==> config.mk <==
export PLATFORM = sky130hd
export DESIGN_NAME = terrain_probe_scheduler
export DESIGN_NICKNAME = d
export VERILOG_FILES = /design/src/rtl/terrain_probe_scheduler.sv
export SDC_FILE = /design/constraint.sdc
export NUM_CORES = 1
export LEC_CHECK = 0
export BUFFER_PORTS_ARGS = -buffer_cell sky130_fd_sc_hd__buf_2
export CORE_AREA = 10 10 117 119
export CTS_CLUSTER_DIAMETER = 100
export DETAILED_ROUTE_END_ITERATION = 16
export DIE_AREA = 0 0 127 129
export PLACE_DENSITY_LB_ADDON = 0.1
export SLEW_MARGIN = 20
export SYNTH_ARGS = -nofsm -noshare
export SYNTH_HDL_FRONTEND = slang
export SYNTH_SLANG_ARGS = --single-unit
==> constraint.sdc <==
create_clock -name clk_in -period 3.8 [get_ports clk_in]
set_input_delay 0.57 -clock clk_in [delete_from_list [all_inputs] [get_ports clk_in]]
set_output_delay 0.57 -clock clk_in [all_outputs]
set_load 0.005 [all_outputs]
==> src/rtl/terrain_probe_scheduler.sv <==
// Shares one fixed-latency terrain BRAM between a five-point ball probe and a
// low-priority render lookup port; probe results publish atomically.
module terrain_probe_scheduler #(
  parameter int unsigned WIDTH        = 160,
  parameter int unsigned READ_LATENCY = 2,
  parameter int unsigned ADDR_W       = 16,
  parameter logic [15:0] PROBE_OFFSET = 16'h0080
) (
  input  logic              clk_in,
  input  logic              rst_in,
  input  logic              probe_req,
  input  logic [15:0]       ball_x,
  input  logic [15:0]       ball_y,
  output logic              probe_busy,
  output logic              probe_valid,
  output logic              probe_dropped,
  output logic [1:0]        terrain_center,
  output logic [1:0]        terrain_xplus,
  output logic [1:0]        terrain_xminus,
  output logic [1:0]        terrain_yplus,
  output logic [1:0]        terrain_yminus,
  input  logic              render_req,
  input  logic [ADDR_W-1:0] render_addr,
  output logic              render_grant,
  output logic              render_data_valid,
  output logic [1:0]        render_data,
  output logic [ADDR_W-1:0] bram_addr,
  input  logic [1:0]        bram_data
);

  localparam int unsigned NUM_SLOTS = 5;
  localparam int unsigned SLOT_W    = 3;
  localparam int unsigned CNT_W     = $clog2(READ_LATENCY + 2);

  typedef enum logic [1:0] {IDLE, ISSUE, DRAIN} state_t;

  state_t            state, state_next;
  logic [SLOT_W-1:0] slot, slot_next;
  logic [CNT_W-1:0]  drain_cnt, drain_cnt_next;
  logic              issue, publish, accept;

  logic [15:0]       x_q, y_q;
  logic [ADDR_W-1:0] slot_addr [NUM_SLOTS];

  // Tag pipeline: stage READ_LATENCY-1 describes the data on bram_data now
  logic [READ_LATENCY-1:0] tag_probe;
  logic [READ_LATENCY-1:0] tag_render;
  logic [SLOT_W-1:0]       tag_slot [READ_LATENCY];

  logic [1:0] shadow  [NUM_SLOTS];
  logic [1:0] terrain [NUM_SLOTS];

  function automatic logic [ADDR_W-1:0] cell_addr(input logic [15:0] px,
                                                  input logic [15:0] py);
    logic [15:0] lin;
    lin = (px >> 8) + 16'(WIDTH) * (py >> 8);
    return ADDR_W'(lin);
  endfunction

  // Five probe addresses from the latched ball position (16-bit wrap)
  always_comb begin
    slot_addr[0] = cell_addr(x_q, y_q);
    slot_addr[1] = cell_addr(x_q + PROBE_OFFSET, y_q);
    slot_addr[2] = cell_addr(x_q - PROBE_OFFSET, y_q);
    slot_addr[3] = cell_addr(x_q, y_q + PROBE_OFFSET);
    slot_addr[4] = cell_addr(x_q, y_q - PROBE_OFFSET);
  end

  assign accept = probe_req && (state == IDLE);

  // Next state, BRAM address mux and render grant
  always_comb begin
    state_next     = state;
    slot_next      = slot;
    drain_cnt_next = drain_cnt;
    render_grant   = 1'b0;
    bram_addr      = '0;
    issue          = 1'b0;
    publish        = 1'b0;
    unique case (state)
      IDLE: begin
        render_grant = render_req;
        if (render_req) bram_addr = render_addr;
        if (probe_req) begin
          state_next = ISSUE;
          slot_next  = '0;
        end
      end
      ISSUE: begin
        issue     = 1'b1;
        bram_addr = slot_addr[slot];
        if (slot == SLOT_W'(NUM_SLOTS - 1)) begin
          state_next     = DRAIN;
          drain_cnt_next = '0;
        end else begin
          slot_next = slot + SLOT_W'(1);
        end
      end
      DRAIN: begin
        if (drain_cnt == CNT_W'(READ_LATENCY - 1)) publish = 1'b1;
        if (drain_cnt == CNT_W'(READ_LATENCY)) state_next = IDLE;
        else drain_cnt_next = drain_cnt + CNT_W'(1);
      end
      default: state_next = IDLE;
    endcase
  end

  always_ff @(posedge clk_in) begin
    if (rst_in) begin
      state         <= IDLE;
      slot          <= '0;
      drain_cnt     <= '0;
      x_q           <= '0;
      y_q           <= '0;
      tag_probe     <= '0;
      tag_render    <= '0;
      probe_busy    <= 1'b0;
      probe_valid   <= 1'b0;
      probe_dropped <= 1'b0;
      for (int i = 0; i < READ_LATENCY; i++) tag_slot[i] <= '0;
      for (int i = 0; i < NUM_SLOTS; i++) begin
        shadow[i]  <= '0;
        terrain[i] <= '0;
      end
    end else begin
      state         <= state_next;
      slot          <= slot_next;
      drain_cnt     <= drain_cnt_next;
      probe_busy    <= (state_next != IDLE);
      probe_valid   <= publish;
      probe_dropped <= probe_req && (state != IDLE);
      if (accept) begin
        x_q <= ball_x;
        y_q <= ball_y;
      end
      for (int i = READ_LATENCY - 1; i > 0; i--) begin
        tag_probe[i]  <= tag_probe[i-1];
        tag_render[i] <= tag_render[i-1];
        tag_slot[i]   <= tag_slot[i-1];
      end
      tag_probe[0]  <= issue;
      tag_render[0] <= render_grant;
      tag_slot[0]   <= slot;
      if (tag_probe[READ_LATENCY-1]) shadow[tag_slot[READ_LATENCY-1]] <= bram_data;
      // Last capture lands on the publish edge, so bypass it straight through
      if (publish) begin
        for (int i = 0; i < NUM_SLOTS; i++) begin
          terrain[i] <= (tag_probe[READ_LATENCY-1] &&
                         tag_slot[READ_LATENCY-1] == SLOT_W'(i)) ? bram_data : shadow[i];
        end
      end
    end
  end

  assign render_data_valid = tag_render[READ_LATENCY-1];
  assign render_data       = bram_data;

  assign terrain_center = terrain[0];
  assign terrain_xplus  = terrain[1];
  assign terrain_xminus = terrain[2];
  assign terrain_yplus  = terrain[3];
  assign terrain_yminus = terrain[4];

endmodule

==> impl_metrics.py, run 1 <==
metrics = {
    "status": {
        "outcome": "complete, but fails checks",
        "violations": "negative setup slack",
    },
    "cells_and_area": {
        "nNetsFinal": 930,
        "drive_gt1_share_pct": 35.6,
        "antenna_cells": 0,
        "regArea_um2": 1380,
        "fillers": 934,
        "areaGrowthSynthToFinish_pct": 36.1,
        "layoutNonFillerInstCount": 952,
        "final_core_util_pct": 67.1,
        "multiInputGateArea_um2": 4610,
    },
    "route": {
        "drt_pass1_iterations": 5,
        "drt_iter0_drc": 356,
        "vias": 5382,
        "drtAntennaViolNets": 0,
        "drc_errors": 0,
        "drt-total-wl_um": 17100,
        "wire_per_inst_um": 18.0,
        "viasPerCell": 5.65,
    },
    "clock_network": {
        "htreeDepth": 3,
        "cts_root_buffer": "clkbuf_16",
        "clkTransAtPathRegs_ns": 0.05,
        "cts.sinks": 58,
        "worstSkewPairLatency_ns": 0.33,
        "cts_buffers": 9,
        "cts_hold_repair.buffers": 0,
        "cts_tree": "done",
        "clockBufferDepth": 2,
    },
    "worst_setup_path": {
        "worst_setup_path_end_kind": "output port",
        "worst_r2r_startpoint": "state[1]$_SDFF_PP0_",
        "slowest_stage": "or4_4",
        "critPathTopFamily": "compound AO/OA/AOI/OAI gates",
        "endpoint": "bram_addr[15]",
        "rr_endpoint": "slot[2]$_SDFFE_PP0P_",
        "r2r_cells": 8,
        "critical_path_required_ns": 3.23,
        "critPathLaunchType": "flip-flop",
        "critPathLaunch": "y_q[9]$_SDFFE_PP0P_",
        "cp_cell_sequence": "or4_4 -> nor2_4 -> xor2_2 -> ha_4 -> ha_4 -> a211o_1 -> buf_4 -> a21o_2 -> a21o_1 -> a21oi_2 -> a21oi_1 -> a32oi_1 -> o311ai_1 -> buf_2",
        "path_buf_inv": 2,
        "r2r_slack_ns": 1.56,
        "crit_arrival_ns": 3.80,
        "cp.depth": 14,
        "critical_path_class": "reg -> out",
        "path_common_cell": "ha_4",
        "cpPeakStageDelay_ns": 0.59,
        "path_max_fanout": 3,
    },
    "timing": {
        "setup_viol": 7,
        "finClkSkew_ns": 0.00604,
        "fmax_mhz": 229,
        "drv_slew": 0,
        "relSlewSlack_pct": 45.8,
        "hold_viol_final": 0,
        "rsz0062_at_grt": "yes",
        "fin_crit_sh_pct": 115,
        "finalWorstSetupSlack_ns": -0.565,
        "period_minus_slack_ns": 4.37,
        "tightest_slew_ns": 0.813,
        "timing.hold.ws_ns": 0.433,
    },
    "floorplan": {
        "dieArea_um2": 16400,
        "core_um2": 11300,
        "rows": 39,
        "dieHeight_um": 129,
        "dieWidth_um": 127,
        "start_util_pct": 49.3,
        "io_pins": 87,
    },
    "synth": {
        "synth_fp_nets": 798,
        "synth.avg_cell_area_um2": 8.31,
        "ys_warn_count": 0,
        "ys_ff_latch": 58,
        "synth_ff_type": "dfxtp_1",
        "synth-edff-count": 20,
        "yosysUniqueCellTypes": 75,
        "ys_seq_area_share_pct": 24.4,
        "syn_area_um2": 5580,
        "async_reset_ff_share_pct": 0,
        "synthCells": 672,
    },
    "global_routing": {
        "groute.usage.overall_pct": 19.9,
        "grt-ovfl-total": 0,
        "grt_pass1_vias": 5457,
        "grt_max_degree": 46,
        "antenna_found_initial": 0,
        "grt_pass1_wl_um": 27100,
    },
    "hold_path": {
        "worstHoldPathType": "reg -> reg",
        "hold_path_depth": 1,
    },
    "placed_design": {
        "gp_congestion": 0.909,
        "pre_cts_ws_ns": -0.338,
        "dp_cells": 923,
        "dp_hpwl_um": 12500,
        "io_buffer_count": 72,
    },
    "power": {
        "total_power_uw": 3370,
        "power.leakage_uw": 0.00329,
        "power.density_nw_per_um2": 443,
        "irDropWorstVdd_mv": 0.370,
    },
    "job": {
        "maxCapViolCount": 0,
    },
}
## metrics by stage
| step | setup TNS (ns) | instance area, um2 |
|---|---|---|
| 5_1_grt | -3.07 | 7600 |
| 4_1_cts | -1.97 | 7170 |
| 3_3_place_gp | -0.978 | 6460 |
| 6_report | -2.30 | 7600 |
| 2_1_floorplan | 0 | 5600 |
| 3_5_place_dp | -1.19 | 6460 |
## synthesized netlist by cell type (5+ instances only)
library cell / number / area share (%)
nand3b_1: 6 / 0.81
buf_2: 5 / 0.45
nand2b_1: 13 / 1.5
clkbuf_1: 15 / 1.0
nand2_1: 77 / 5.2
a22oi_1: 6 / 0.81
xor2_1: 18 / 2.8
xnor2_1: 41 / 6.4
a21oi_1: 46 / 4.1
a21o_1: 10 / 1.3
nand4_1: 6 / 0.67
a31oi_1: 8 / 0.90
edfxtp_1: 20 / 11
o21ai_0: 31 / 2.8
inv_1: 32 / 2.2
nor2b_1: 16 / 1.8
ha_1: 64 / 14
fa_1: 8 / 2.9
nor3_1: 15 / 1.3
nor2_1: 60 / 4.0
a211o_1: 5 / 0.78
nand3_1: 15 / 1.3
dfxtp_1: 38 / 14
mux2i_1: 10 / 1.8
and3_1: 7 / 0.78
a211oi_1: 7 / 0.94
## worst min-delay path by stage
| stage | from | to | slack (ns) |
|---|---|---|---|
| after detailed placement | tag_slot[0][2]$_SDFF_PP0_ | tag_slot[0][5]$_SDFF_PP0_ | 0.42 |
| final | tag_slot[0][2]$_SDFF_PP0_ | tag_slot[0][5]$_SDFF_PP0_ | 0.43 |
| after floorplan | tag_probe[0]$_SDFF_PP0_ | tag_probe[1]$_SDFF_PP0_ | 0.41 |
| after CTS | tag_slot[0][2]$_SDFF_PP0_ | tag_slot[0][5]$_SDFF_PP0_ | 0.44 |
| after global routing | tag_probe[0]$_SDFF_PP0_ | tag_probe[1]$_SDFF_PP0_ | 0.45 |
| after global placement | tag_slot[0][0]$_SDFF_PP0_ | tag_slot[0][3]$_SDFF_PP0_ | 0.42 |
## report_power, final
part | switching (uW) | internal [uW]
clock | 301 | 578
combinational | 930 | 861
sequential | 27.8 | 669
total | 1260 | 2110
## final cells by class
cell class | instances | area share [%]
flip-flops and latches | 58 | 18.1
multi-input cells | 548 | 60.7
repair buffers | 153 | 12.9
clock buffers | 9 | 2.96
well taps | 143 | 2.35
clock inverters | 7 | 1.35
inverters | 34 | 1.68
## placed cells by master, fill, tap and decap left out, types with 20 or more instances in the layout
| cell | Yosys | final |
|---|---|---|
| xnor2_1 | 41 | 27 |
| edfxtp_1 | 20 | 20 |
| a21oi_1 | 46 | 40 |
| dfxtp_1 | 38 | 31 |
| inv_1 | 32 | 29 |
| buf_4 | 3 | 78 |
| o21ai_0 | 31 | 20 |
| nor2_1 | 60 | 56 |
| buf_2 | 5 | 72 |
| nand2_1 | 77 | 75 |
| ha_1 | 64 | 42 |
## what timing repair did
item / 4_1_cts / 5_1_grt
setup buffers: 7 / 7
resized for setup: 53 / 76
hold endpoints to repair: 0 / 0
setup endpoints to repair: 8 / 9
pin swaps: 31 / 34
## logic make-up (layout without fill, tap and decap cells)
kind of cell / after synthesis / in the layout / share of synthesized area [%]
AO/OA/AOI/OAI: 155 / 155 / 18.3
adder cells (fa/ha/maj): 72 / 72 / 17.2
buffers and inverters: 66 / 203 / 5.60
flip-flops: 58 / 58 / 24.4
multiplexers: 12 / 12 / 2.40
AND/OR/NAND/NOR: 247 / 247 / 22.0
XOR/XNOR: 62 / 62 / 10.1
## sequential cells by signal, summed over array words and instances (netlist names), 2 cells and up
| signal | count |
|---|---|
| state | 2 |
| y_q | 9 |
| x_q | 9 |
| terrain | 10 |
| tag_probe | 2 |
| drain_cnt | 2 |
| slot | 3 |
| tag_slot | 6 |
| shadow | 10 |
| tag_render | 2 |
## routing by layer
metal	track usage, %	share of wire, %
met5	0	0
met4	5.63	1.8
met3	4.52	4.8
met2	33.6	50
met1	25.0	44
No activity file was read; power rests on OpenSTA's default activity.
==> run 2, diff against run 1 <==
Settings changed: CORE_AREA 10 10 117 119 to 10 10 114 116, DIE_AREA 0 0 127 129 to 0 0 124 126.
==> impl_metrics.py, run 2 (synthesized netlist as in run 1, its figures left out) <==
metrics = {
    "hold_path": {
        "worstHoldPathType": "reg -> reg",
        "holdPathEnd": "tag_render[1]$_SDFF_PP0_",
        "hp-start": "tag_render[0]$_SDFF_PP0_",
        "hold_path_depth": 1,
    },
    "cells_and_area": {
        "final_area_um2": 7020,
        "nNetsFinal": 920,
        "antenna_cells": 0,
        "reg.largest.list": "shadow x10, terrain x10",
        "fillers": 928,
        "final_common_cell": "nand2_1",
        "drive_gt1_share_pct": 29.0,
        "areaGrowthSynthToFinish_pct": 25.6,
        "layout_common_cells": "nand2_1 (77), buf_2 (72), buf_4 (71), nor2_1 (57), ha_1 (57)",
    },
    "worst_setup_path": {
        "critical_path_required_ns": 3.23,
        "critPathLaunchType": "flip-flop",
        "crit_arrival_ns": 3.82,
        "worst_setup_path_end_kind": "output port",
        "slowest_stage": "or4_4",
        "path_buf_inv": 2,
        "rr_endpoint": "slot[2]$_SDFFE_PP0P_",
        "path_common_cell": "xor2_2",
        "cp_cell_sequence": "or4_4 -> nor2_4 -> xor2_2 -> ha_4 -> inv_4 -> fa_2 -> xor2_2 -> a211oi_2 -> nand2_2 -> nor3_4 -> a21oi_1 -> a32oi_1 -> o311ai_1 -> buf_2",
        "cpPeakStageDelay_ns": 0.58,
        "critPathTopFamily": "simple AND/OR/NAND/NOR gates",
        "worst_r2r_startpoint": "state[0]$_SDFF_PP0_",
        "critical_path_class": "reg -> out",
        "r2r_slack_ns": 1.61,
        "r2r_cells": 8,
        "path_max_fanout": 4,
    },
    "timing": {
        "fin_crit_sh_pct": 116,
        "period_minus_slack_ns": 4.39,
        "tightest_slew_ns": 0.792,
        "drv_slew": 0,
        "hold_viol_final": 0,
        "finalWorstSetupSlack_ns": -0.590,
        "relSlewSlack_pct": 47.2,
        "rsz0062_at_grt": "yes",
        "finClkSkew_ns": 0.00623,
        "fmax_mhz": 228,
        "setup_viol": 7,
    },
    "route": {
        "viasPerCell": 5.64,
        "drc_errors": 0,
        "drtAntennaViolNets": 0,
        "met3WireLength_um": 811,
        "vias": 5296,
        "wire_per_inst_um": 16.7,
        "top_layer": "met4",
        "drt-total-wl_um": 15700,
        "drt_iter0_drc": 372,
        "drt_pass1_iterations": 4,
        "dr_wl_met2_um": 7730,
        "met1Wirelength_um": 6900,
    },
    "global_routing": {
        "groute.usage.overall_pct": 20.0,
        "grt-ovfl-total": 0,
        "antenna_found_initial": 0,
        "grt_pass1_vias": 5381,
        "grt_pass1_wl_um": 25800,
        "grt_max_degree": 46,
    },
    "placed_design": {
        "place_area_um2": 6440,
        "dp_hpwl_um": 12200,
        "gp_congestion": 0.920,
        "io_buffer_count": 72,
    },
    "clock_network": {
        "worstSkewPairLatency_ns": 0.34,
        "cts_buffers": 9,
        "cts_tree": "done",
        "htreeDepth": 3,
        "cts_root_buffer": "clkbuf_8",
        "cts.sinks": 58,
        "clockBufferDepth": 2,
        "clkTransAtPathRegs_ns": 0.07,
    },
    "power": {
        "irDropWorstVdd_mv": 0.350,
        "total_power_uw": 2870,
        "power.density_nw_per_um2": 410,
        "power.leakage_uw": 0.00317,
    },
    "status": {
        "violations": "negative setup slack",
        "outcome": "complete, but fails checks",
    },
    "floorplan": {
        "rows": 38,
        "core_um2": 10700,
        "dieHeight_um": 126,
        "dieArea_um2": 15600,
        "io_pins": 87,
        "start_util_pct": 52.2,
        "dieWidth_um": 124,
    },
    "job": {
        "maxCapViolCount": 0,
    },
}
-- run 2: cell count changes in the layout (fill, tap and decap cells not counted), moves of 4 or more --
| cell | delta |
|---|---|
| buf_4 | -7 |
| clkbuf_16 | -9 |
| clkbuf_8 | +9 |
| ha_1 | +15 |
| ha_2 | -4 |
| ha_4 | -11 |
| xor2_1 | +6 |
| xor2_2 | -6 |
-- run 2: area by class of cell --
type                            count  area, um2  area share [%]
Clock inverter                      7       93.8            1.34
Multi-Input combinational cell    548       4230            60.3
Tap cell                          140        175            2.50
Inverter                           34        130            1.85
Sequential cell                    58       1370            19.5
Clock buffer                        9        124            1.77
Timing Repair Buffer              143        893            12.7
-- run 2: stage by stage --
| step | TNS (ns) | cells | utilization (%) | hold WS (ns) | worst slack, ns |
|---|---|---|---|---|---|
| after detailed placement | -0.992 | 917 | 60.2 | 0.422 | -0.283 |
| after floorplan | 0 | 672 | - | 0.414 | 0.0291 |
| after global routing | -3.66 | 939 | 65.6 | 0.451 | -0.735 |
| after CTS | -1.99 | 939 | 64.8 | 0.437 | -0.478 |
| final | -2.54 | 939 | 65.6 | 0.438 | -0.590 |
| after global placement | -0.792 | 917 | 60.2 | 0.422 | -0.238 |
-- run 2: report_power, final --
| part | total, uW | switching, uW | internal, uW |
|---|---|---|---|
| sequential | 692 | 24.6 | 668 |
| combinational | 1560 | 817 | 741 |
| clock | 625 | 257 | 367 |
-- run 2: routing by layer --
layer  track usage (%)  vias up
li1                  -     2633
met1              25.0     2497
met2              33.9      150
met3              4.07       16
met4              5.35        0
met5                 0        -
-- run 2: worst max path at each step --
stage / from / to / slack, ns / cells after the start
2_1_floorplan: y_q[8]$_SDFFE_PP0P_ / bram_addr[14] / 0.03 / 15
3_3_place_gp: y_q[7]$_SDFFE_PP0P_ / bram_addr[14] / -0.24 / 14
3_5_place_dp: y_q[7]$_SDFFE_PP0P_ / bram_addr[13] / -0.28 / 14
4_1_cts: y_q[8]$_SDFFE_PP0P_ / bram_addr[14] / -0.48 / 13
5_1_grt: y_q[8]$_SDFFE_PP0P_ / bram_addr[15] / -0.73 / 14
6_report: y_q[8]$_SDFFE_PP0P_ / bram_addr[15] / -0.59 / 14
-- run 2: repair_timing --
action | CTS | global route
endpoints found under the hold margin | 0 | 0
hold buffers | 0 | 0
resized for setup | 46 | 18
setup buffers | 6 | 1
pin swaps | 25 | 17
setup endpoints to repair | 7 | 9
gates cloned | 0 | 0
==> run 3, diff against run 2 <==
Settings changed: CORE_AREA 10 10 114 116 to 10 10 112 114, DIE_AREA 0 0 124 126 to 0 0 122 124, SETUP_SLACK_MARGIN set to 0.4.
Clock period 3.8 ns to 4.75 ns, I/O delays scaled along.
==> impl_metrics.py, run 3 (synthesized netlist as in run 1, its figures left out) <==
metrics = {
    "timing": {
        "fin_setup_tns_ns": 0,
        "rsz0062_at_grt": "yes",
        "relSlewSlack_pct": 38.4,
        "drv_slew": 0,
        "fmax_mhz": 219,
        "tightest_slew_ns": 0.923,
        "fin_crit_sh_pct": 96.2,
        "hold_viol_final": 0,
        "finClkSkew_ns": 0.0123,
        "setup_viol": 0,
        "period_minus_slack_ns": 4.57,
    },
    "route": {
        "drtAntennaViolNets": 0,
        "viasPerCell": 5.70,
        "vias": 5068,
        "drt_iter0_drc": 276,
        "drc_errors": 0,
        "wire_per_inst_um": 16.8,
        "drt_pass1_iterations": 5,
        "drt-total-wl_um": 14900,
    },
    "worst_setup_path": {
        "critical_path_class": "reg -> out",
        "critPathTopFamily": "simple AND/OR/NAND/NOR gates",
        "critPathLaunchType": "flip-flop",
        "cp_cell_sequence": "or4_4 -> nor2_4 -> xor2_4 -> ha_4 -> inv_2 -> fa_2 -> xor2_4 -> a211oi_2 -> buf_4 -> nand3b_1 -> xnor2_2 -> o32ai_2 -> a22oi_1 -> o31ai_1 -> buf_2",
        "path_common_cell": "xor2_4",
        "critical_path_required_ns": 4.04,
        "slowest_stage": "or4_4",
        "crit_arrival_ns": 3.86,
        "path_max_fanout": 7,
        "worst_setup_path_end_kind": "output port",
        "path_buf_inv": 3,
        "cpPeakStageDelay_ns": 0.59,
    },
    "clock_network": {
        "cts_root_buffer": "clkbuf_8",
        "cts.sinks": 58,
        "worstSkewPairLatency_ns": 0.34,
        "clkTransAtPathRegs_ns": 0.08,
        "htreeDepth": 3,
        "cts_buffers": 9,
        "clockBufferDepth": 2,
        "cts_tree": "done",
    },
    "global_routing": {
        "grt_max_degree": 46,
        "use_met3_pct": 4.12,
        "top_usage_layer": "met2",
        "antenna_found_initial": 0,
        "grt_pass1_vias": 5096,
        "gr-usage-met1_pct": 24.2,
        "grt_pass1_wl_um": 24100,
        "use_met2_pct": 33.2,
        "groute.usage.overall_pct": 19.4,
        "grt-ovfl-total": 0,
    },
    "cells_and_area": {
        "areaGrowthSynthToFinish_pct": 19.0,
        "nNetsFinal": 874,
        "layout_common_cells": "nand2_1 (76), buf_2 (72), nor2_1 (59), ha_1 (57), a21oi_1 (45)",
        "antenna_cells": 0,
        "drive_gt1_share_pct": 23.5,
        "reg.largest.list": "shadow x10, terrain x10",
        "final_core_util_pct": 64.9,
        "final_common_cell": "nand2_1",
    },
    "floorplan": {
        "dieHeight_um": 124,
        "dieArea_um2": 15100,
        "rows": 37,
        "io_pins": 87,
        "start_util_pct": 54.6,
        "core_um2": 10200,
        "dieWidth_um": 122,
    },
    "placed_design": {
        "gp_congestion": 0.870,
        "io_buffer_count": 72,
        "dp_hpwl_um": 11300,
    },
    "power": {
        "irDropWorstVdd_mv": 0.285,
        "total_power_uw": 2280,
        "power.leakage_uw": 0.00292,
        "power.density_nw_per_um2": 343,
    },
    "hold_path": {
        "worstHoldPathType": "reg -> reg",
    },
    "status": {
        "outcome": "finished clean",
    },
    "job": {
        "maxCapViolCount": 0,
    },
}
[run 3: cell types whose count changed in the layout (fill, tap and decap cells not counted), sizes merged]
cell	delta
buf	-46
clkinv	-2
inv	+2
[run 3: cell type report]
cell class              instances  area [um2]
fillers                       916        3590
clock inverters                 7         101
clock buffers                   9         124
multi-input cells             548        4190
well taps                     136         170
repair buffers                 97         548
inverters                      34         128
flip-flops and latches         58        1380
[run 3: path summary, 6_finish.rpt]
| path | from | endpoint | slack (ns) | cells after the start |
|---|---|---|---|---|
| worst max-delay path | y_q[8]$_SDFFE_PP0P_ | bram_addr[12] | 0.18 | 15 |
| worst min-delay path | tag_slot[0][1]$_SDFF_PP0_ | tag_slot[0][4]$_SDFF_PP0_ | 0.44 | 1 |
| worst max register to register | slot[1]$_SDFFE_PP0P_ | slot[2]$_SDFFE_PP0P_ | 2.13 | 6 |
| worst min register to register | tag_slot[0][1]$_SDFF_PP0_ | tag_slot[0][4]$_SDFF_PP0_ | 0.44 | 1 |
[run 3: per-layer routing]
| layer | wire length (um) | vias to the layer above |
|---|---|---|
| met4 | 137 | 0 |
| met5 | 0 | - |
| met3 | 1040 | 14 |
| li1 | - | 2546 |
| met2 | 7260 | 129 |
| met1 | 6460 | 2379 |
[run 3: report_power, final]
part | switching [uW] | internal, uW | total [uW]
sequential | 32.9 | 534 | 567
combinational | 622 | 571 | 1190
clock | 219 | 299 | 518
[run 3: timing repair]
item	4_1_cts	5_1_grt
resized for setup	25	33
setup buffers	8	9
hold buffers	0	0
pin swaps	11	18
setup endpoints to repair	5	6
[run 3: per-stage QoR]
| stage | area (um2) | std cells | worst slack [ns] | hold WS [ns] |
|---|---|---|---|---|
| after floorplan | 5580 | 672 | 0.744 | 0.414 |
| after global placement | 5990 | 856 | 0.426 | 0.418 |
| after detailed placement | 5990 | 856 | 0.397 | 0.425 |
| after CTS | 6390 | 880 | 0.224 | 0.441 |
| after global routing | 6640 | 889 | 0.0427 | 0.464 |
| final | 6640 | 889 | 0.181 | 0.436 |
